## config.mk

```make
export PLATFORM = sky130hd
export DESIGN_NAME = tdc_stream_sequencer
export DESIGN_NICKNAME = d
export VERILOG_FILES = /design/src/rtl/tdc_stream_sequencer.sv
export SDC_FILE = /design/constraint.sdc
export NUM_CORES = 1
export LEC_CHECK = 0
export ABC_AREA = 1
export BUFFER_PORTS_ARGS = -buffer_cell sky130_fd_sc_hd__buf_2
export CORE_MARGIN = 5
export CORE_UTILIZATION = 26
export DETAILED_ROUTE_END_ITERATION = 16
export HOLD_SLACK_MARGIN = 0.02
export SETUP_SLACK_MARGIN = 0.2
export SLEW_MARGIN = 20
export SYNTH_ARGS = -nofsm -noshare
export SYNTH_HDL_FRONTEND = slang
export SYNTH_SLANG_ARGS = --single-unit
```

## constraint.sdc

```tcl
create_clock -name clk -period 3 [get_ports clk]
set_input_delay 0.15 -clock clk [delete_from_list [all_inputs] [get_ports clk]]
set_output_delay 0.15 -clock clk [all_outputs]
set_load 0.03 [all_outputs]
```

## src/rtl/tdc_stream_sequencer.sv

```systemverilog
// Captures up to DATA_NUM photon timestamps per pixel during a fixed window after each
// laser sync, then streams them out pixel-major with all-ones filling the empty slots.
//
// state     | meaning
// S_IDLE    | waiting for acq_start
// S_CAPTURE | WINDOW-cycle capture window, pixels store hits in parallel
// S_DRAIN   | one word per cycle, PIXELS*DATA_NUM words, wrEn high throughout
module tdc_stream_sequencer #(
  parameter int NP       = 16,
  parameter int PIXELS   = 4,
  parameter int DATA_NUM = 2,
  parameter int ACQ_NUM  = 4,
  parameter int WINDOW   = 64
) (
  input  logic                 clk,
  input  logic                 res,
  input  logic                 acq_start,
  input  logic [PIXELS-1:0]    ts_valid,
  input  logic [PIXELS*NP-1:0] ts_data,
  output logic                 wrEn,
  output logic [NP-1:0]        data,
  output logic                 acq_done,
  output logic                 frame_done,
  output logic                 overrun
);

  localparam int N  = PIXELS * DATA_NUM;
  localparam int DW = (N > 1) ? $clog2(N) : 1;
  localparam int CW = $clog2(DATA_NUM + 1);
  localparam int WW = (WINDOW > 1) ? $clog2(WINDOW) : 1;
  localparam int AW = (ACQ_NUM > 1) ? $clog2(ACQ_NUM) : 1;

  typedef enum logic [1:0] {S_IDLE, S_CAPTURE, S_DRAIN} state_t;

  state_t          r_state;
  logic [WW-1:0]   r_win;
  logic [DW-1:0]   r_didx;
  logic [AW-1:0]   r_acq;
  logic [CW-1:0]   r_cnt      [PIXELS];
  logic [NP-1:0]   r_slot     [PIXELS][DATA_NUM];
  logic [CW-1:0]   w_cnt_nxt  [PIXELS];
  logic [NP-1:0]   w_slot_nxt [PIXELS][DATA_NUM];
  logic [DW:0]     w_fetch_idx;
  logic            w_last_fetch;
  logic [NP-1:0]   w_word;

  always_comb begin
    w_slot_nxt = r_slot;
    w_cnt_nxt  = r_cnt;
    if (r_state == S_IDLE && acq_start) begin
      for (int p = 0; p < PIXELS; p++) w_cnt_nxt[p] = '0;
    end else if (r_state == S_CAPTURE) begin
      for (int p = 0; p < PIXELS; p++) begin
        if (ts_valid[p] && r_cnt[p] < CW'(DATA_NUM)) begin
          for (int s = 0; s < DATA_NUM; s++)
            if (r_cnt[p] == CW'(s)) w_slot_nxt[p][s] = ts_data[p*NP +: NP];
          w_cnt_nxt[p] = r_cnt[p] + CW'(1);
        end
      end
    end
  end

  // Word fetched for the next output cycle; the first one must see a hit landing on the
  // final capture cycle, hence reading the next-state storage rather than r_slot.
  assign w_fetch_idx  = (r_state == S_DRAIN) ? ({1'b0, r_didx} + (DW+1)'(1)) : '0;
  assign w_last_fetch = (w_fetch_idx == (DW+1)'(N-1));

  always_comb begin
    w_word = {NP{1'b1}};
    for (int p = 0; p < PIXELS; p++)
      for (int s = 0; s < DATA_NUM; s++)
        if (w_fetch_idx == (DW+1)'(p*DATA_NUM + s) && w_cnt_nxt[p] > CW'(s))
          w_word = w_slot_nxt[p][s];
  end

  always_ff @(posedge clk) begin
    r_slot <= w_slot_nxt;
  end

  always_ff @(posedge clk or negedge res) begin
    if (!res) begin
      r_state    <= S_IDLE;
      r_win      <= '0;
      r_didx     <= '0;
      r_acq      <= '0;
      for (int p = 0; p < PIXELS; p++) r_cnt[p] <= '0;
      wrEn       <= 1'b0;
      data       <= '0;
      acq_done   <= 1'b0;
      frame_done <= 1'b0;
      overrun    <= 1'b0;
    end else begin
      r_cnt <= w_cnt_nxt;
      if (acq_done) r_acq <= frame_done ? '0 : r_acq + AW'(1);
      case (r_state)
        S_IDLE: begin
          if (acq_start) begin
            r_state <= S_CAPTURE;
            r_win   <= '0;
          end
        end
        S_CAPTURE: begin
          if (acq_start) overrun <= 1'b1;
          if (r_win == WW'(WINDOW-1)) begin
            r_state    <= S_DRAIN;
            r_didx     <= '0;
            wrEn       <= 1'b1;
            data       <= w_word;
            acq_done   <= w_last_fetch;
            frame_done <= w_last_fetch && (r_acq == AW'(ACQ_NUM-1));
          end else begin
            r_win <= r_win + WW'(1);
          end
        end
        S_DRAIN: begin
          if (acq_start) overrun <= 1'b1;
          if (r_didx == DW'(N-1)) begin
            r_state    <= S_IDLE;
            wrEn       <= 1'b0;
            data       <= '0;
            acq_done   <= 1'b0;
            frame_done <= 1'b0;
          end else begin
            r_didx     <= r_didx + DW'(1);
            data       <= w_word;
            acq_done   <= w_last_fetch;
            frame_done <= w_last_fetch && (r_acq == AW'(ACQ_NUM-1));
          end
        end
        default: r_state <= S_IDLE;
      endcase
    end
  end

endmodule

```

After elaboration in Yosys (flattened, before gate mapping)
Cells that the tools add are included.
{"block": "classes", "magnitude_cmp": 12, "mux": 52, "n_addsub": 8, "reduce_logical": 29, "eq_ne": 21}
{"op": "$mux W16", "n": 18}
{"op": "$mux W128", "n": 2}
{"op": "$mux W32", "n": 4}
{"op": "$pmux W16 S2", "n": 1}
{"op": "$eq A4 B3 Y1 const B", "n": 4}
{"op": "$gt A2 B1 Y1 const B", "n": 8}
{"op": "$mux W2", "n": 8}
{"op": "$mux W8", "n": 2}
{"op": "$logic_and A1 B1 Y1", "n": 14}
{"op": "$mux W6", "n": 2}
{"op": "$pmux W6 S2", "n": 1}
{"op": "$reduce_and A3 Y1", "n": 4}
{"op": "$add A2 B1 Y2 const B", "n": 5}
{"op": "$eq A2 B1 Y1 const B", "n": 5}
{"op": "$logic_not A2 Y1", "n": 5}
{"op": "$eq A4 B2 Y1 const B", "n": 2}
{"op": "$lt A2 B2 Y1 const B", "n": 4}
{"op": "$add A6 B1 Y6 const B", "n": 1}
{"op": "$eq A6 B6 Y1 const B", "n": 1}
{"op": "$mux W1", "n": 6}
{"op": "$mux W3", "n": 2}
{"op": "$ne A2 B2 Y1 const B", "n": 3}
{"op": "$pmux W1 S2", "n": 3}
{"op": "$pmux W2 S3", "n": 1}
{"op": "other kinds (12)", "n": 16}
{"block": "totals", "regBits": 169, "out_inout_bits": 20, "input_bits": 71, "word_cells": 143}

Longest topological paths before layout
{"block": "logic_depth", "ltp_word": 17, "depth_mapped": 15, "mapped_depth_nobuf": 12}

Worst setup path before layout
Ideal clock, no wire load.
{"block": "synth_timing", "path_kind": "reg-to-reg", "start": "register r_didx[0]", "end": "register data[11]", "stages_incl_launch_ff": 11, "arrival_time_ns": 1.939, "path_slack_ns": 0.943, "path_buffers": 1, "setup_ns": 0.118, "synth_period_minus_slack_ns": 2.057, "required_time_ns": 2.882, "cell_sequence": "dfrtp_1 -> ha_1 -> ha_1 -> nand2_1 -> a31oi_2 -> inv_1 -> nor4_4 -> buf_2 -> nand2_1 -> nand4_1 -> nand2_1"}
{"block": "synth_via", "elab_chain_cells": 14, "word_cells_on_any_way": 30, "cone_classes": "1 x add/sub; 8 x eq/ne; 12 x mux; 9 x reduce/logical"}
{"item": "start: declaration", "line_no": "37", "text": "logic [DW-1:0] r_didx;"}
{"item": "start signal: assignment", "line_no": "124", "text": "r_didx <= r_didx + DW'(1);"}
{"item": "$add A3 B1 Y4", "line_no": "65", "text": "assign w_fetch_idx = (r_state == S_DRAIN) ? ({1'b0, r_didx} + (DW+1)'(1)) : '0;"}
{"item": "$mux W4", "line_no": "65"}
{"item": "$logic_not A4 Y1", "line_no": "72", "text": "if (w_fetch_idx == (DW+1)'(p*DATA_NUM + s) && w_cnt_nxt[p] > CW'(s))"}
{"item": "$logic_and A1 B1 Y1", "line_no": "72"}
{"item": "$mux W16 (8 in series)", "line_no": "72"}
{"item": "$mux W16 (on tied branches)", "line_no": "117, 104"}
{"item": "$pmux W16 S2 *", "line_no": "95", "text": "case (r_state)"}
{"item": "end signal: assignment", "line_no": "108", "text": "data <= w_word;"}
{"item": "end signal: assignment", "line_no": "125", "text": "data <= w_word;"}
{"item": "end: declaration", "line_no": "21", "text": "output logic [NP-1:0] data,"}
Every way passes the cells marked *; elsewhere a longest branch is shown, timed or not. The select of a mux whose other input is x is not followed.
A chain may end at the register's enable or synchronous reset.

Final worst setup path
{"block": "layout_timing", "start": "register r_state[0]", "end": "register data[15]"}
{"block": "layout_via", "elab_chain_cells": 15, "word_cells_on_any_way": 47, "cone_classes": "8 x order compare; 10 x eq/ne; 16 x mux; 13 x reduce/logical"}
{"item": "start: declaration", "line_no": "35", "text": "state_t r_state;"}
{"item": "start signal: assignment", "line_no": "82", "text": "r_state <= S_IDLE;"}
{"item": "start signal: assignment", "line_no": "98", "text": "r_state <= S_CAPTURE;"}
{"item": "start signal: assignment", "line_no": "105", "text": "r_state <= S_DRAIN;"}
{"item": "$eq A2 B1 Y1 / $logic_not A2 Y1 (equally long branches)", "line_no": "52, 95, 50"}
{"item": "$mux W8 / $logic_and A1 B1 Y1 (equally long branches)", "line_no": "52, 50"}
{"item": "$mux W8", "line_no": "50", "text": "if (r_state == S_IDLE && acq_start) begin"}
{"item": "$gt A2 B1 Y1", "line_no": "72"}
{"item": "$logic_and A1 B1 Y1", "line_no": "72"}
{"item": "$mux W16 (8 in series)", "line_no": "72"}
{"item": "$mux W16 (on tied branches)", "line_no": "117, 104"}
{"item": "$pmux W16 S2", "line_no": "95"}
Parallel ways exist; a longest one is shown, timed or not. The select of a mux whose other input is x is not followed.

==> metrics <==
total track usage 0.128; drt drc 0; Top Layer Used met4; row cnt 63; placed cells 1535; Post-Syn Area 7890 sq um; asr flop ratio synth 0.243; measured slew at the worst slew-check pin 0.699 ns; M1 wire length 10.5 mm; Yosys cell types 39; fmax 403 MHz; Rel. slew slack 0.533; Period minus WS final 2.48 ns; HP Class input port to flip-flop; DR WL met3 772 um; vias in the first global route 6516; crit share post-route 0.828; top cell type by total area after synthesis dfxtp_1; clk buf depth 2; GP Congestion 0.773; Worst R2R Start r_state[0]; post-route non-filler standard cell count 1578; Most used DFF post-synth dfxtp_1; Post-Syn Instances 1082; Critical Path Source r_state[0]; Die W 184 um; initial core utilization 0.265; Ys Warns 0; filler cell count 3265; pwr dens 1050 nW/um^2; DR pass1 iterations 5; total grt overflow 0; DR WL/cell 13.8 um; CTS buffer count 17; Yosys reg bits 169; Core Box Area 29800 sq um; DR vias/cell 4.25; Via Count 6701; Final Hold Viols 0; DR iter-0 viols 370; Worst Setup EP data[15]; Die Y 184 um; CTS tree built; status finished, final reports clean; clock-pin transition on the worst setup and hold timing paths 0.07 ns; syn nets 1170; Synth top cells by count 259 x nand2_1, 231 x inv_1, 128 x dfxtp_1; clock sinks 169; largest net degree at the start of global routing 42; htree depth 4; initial antenna violation count 0; Synth top area share 0.325; Slew Limit Fails 0; Syn Area/Cell 7.29 sq um; ant diodes 0; Post-DP HPWL 15.4 mm; setup TNS 0 ns; Setup CP Type flip-flop to flip-flop; die footprint 33900 sq um; Area contributors post-synth dfxtp_1 32%, dfrtp_1 13%, nand2_1 12%; clock latency on the worst-skew pair 0.43 ns; Area growth syn-to-layout 19.0%; CTS root buffer clkbuf_16; Antenna Violating Nets Remaining 0; post-synthesis sequential area ratio 0.455; Reg2Reg Depth 9; met2 WL post-DR 10.0 mm; reg2reg end data[15]; Reg2Reg Setup Slack 0.52 ns; Max IR drop VDD 0.446 mV; IO Port Bufs 90; Top Ports 91; final WL 21.7 mm; layout cells sized above 1 0.149; Critical Path Source Type flip-flop; first-pass GRT wire length 34.6 mm; Setup Skew 0.0111 ns; Lkg Pwr 0.00468 uW; layout net count 1263; Final setup viols 0; CP Data Required Time 3.36 ns; data arrival time of the critical path 2.84 ns; Util after Layout 0.315; Post-synth EDFFs 0; most numerous cell in the Yosys netlist nand2_1; Worst Setup End Kind flip-flop; Max FO, Critical Path 19; RSZ-0062 raised after global routing false; maxcap violations 0
==> layout by cell type (no fill, tap or decap), types with 16 or more instances in the layout <==
master     instances
dfxtp_1          128
ha_1              16
nand2_1          259
nand3_1           70
dfrtp_1           41
buf_2             89
inv_1            231
nand4_1           37
o21ai_0           95
o21bai_1          16
buf_4             19
clkbuf_16         17
nor2_1            62
a21oi_1           25
==> how the worst min path moves through the flow <==
stage | startpoint | end | slack (ns) | cells past startpoint
6_report | ts_data[22] | r_slot[70] | 0.04 | 5
3_3_place_gp | res | r_acq[0] | 0.39 | 1
4_1_cts | ts_data[28] | r_slot[76] | 0.02 | 5
3_5_place_dp | res | r_acq[0] | 0.38 | 1
5_1_grt | ts_data[37] | r_slot[53] | 0.04 | 3
2_1_floorplan | res | acq_done | -0.15 | 0
==> cell families (layout without fill, tap and decap cells) <==
group                    count (synthesis)  in the layout  share of synthesized area
adder cells (fa/ha/maj)                 17             17                     0.0270
flip-flops                             169            169                      0.455
AO/OA/AOI/OAI                          168            168                      0.122
XOR/XNOR                                 1              1                    0.00111
buffers and inverters                  277            381                      0.145
AND/OR/NAND/NOR                        450            452                      0.251
==> registers in the layout, summed over array words and instances, names as in the netlist <==
| signal | count |
|---|---|
| r_acq | 2 |
| r_win | 6 |
| acq_done | 1 |
| data | 16 |
| r_slot | 128 |
| r_didx | 3 |
| wrEn | 1 |
| overrun | 1 |
| r_state | 2 |
| r_cnt | 8 |
| frame_done | 1 |
==> timing repair <==
item                       4_1_cts  5_1_grt
setup buffers                    0        0
setup endpoints to repair        0       14
hold buffers                     9        0
hold endpoints to repair        49        0
resized for setup                0        1
==> metal layers <==
layer  up-vias  global-route usage
met5         -                   0
met4         0              0.0387
met3        24              0.0255
met2       129               0.209
met1      3010               0.172
li1       3538                   -
==> worst max-delay path, cell delays in order (launching register included) <==
cell and delay [ns]:
dfrtp_1 0.38, inv_1 0.10, ha_1 0.24, nand2_2 0.24, nand2_4 0.28, nor2_2 0.62
o21ai_0 0.21, a21oi_1 0.18, nand4_1 0.10, nand2_1 0.07
==> where the power goes <==
| part | switching [uW] | internal (uW) | total (uW) | leakage, uW |
|---|---|---|---|---|
| clock network | 941 | 1260 | 2210 | 0.000287 |
| registers | 345 | 3370 | 3710 | 0.00159 |
| logic | 2680 | 1230 | 3910 | 0.00281 |
==> area by class of cell <==
type | instances | area, sq um | share of cell area
Timing Repair Buffer | 117 | 678 | 0.0722
Clock buffer | 20 | 447 | 0.0476
Multi-Input combinational cell | 638 | 3180 | 0.338
Clock inverter | 12 | 143 | 0.0152
Tap cell | 390 | 488 | 0.0520
Inverter | 232 | 871 | 0.0927
Sequential cell | 169 | 3590 | 0.382
==> through the flow <==
step | hold slack (ns) | power [uW] | setup WS, ns | cell area, sq um
final | 0.0414 | 9830 | 0.517 | 9390
after global routing | 0.0356 | 10700 | 0.262 | 9390
after detailed placement | 0.382 | 7630 | 0.417 | 8700
after global placement | 0.387 | 7530 | 0.484 | 8700
after floorplan | -0.146 | 6590 | 0.943 | 7890
after CTS | 0.0210 | 9880 | 0.408 | 9380
(Power assumes the default switching activity.)
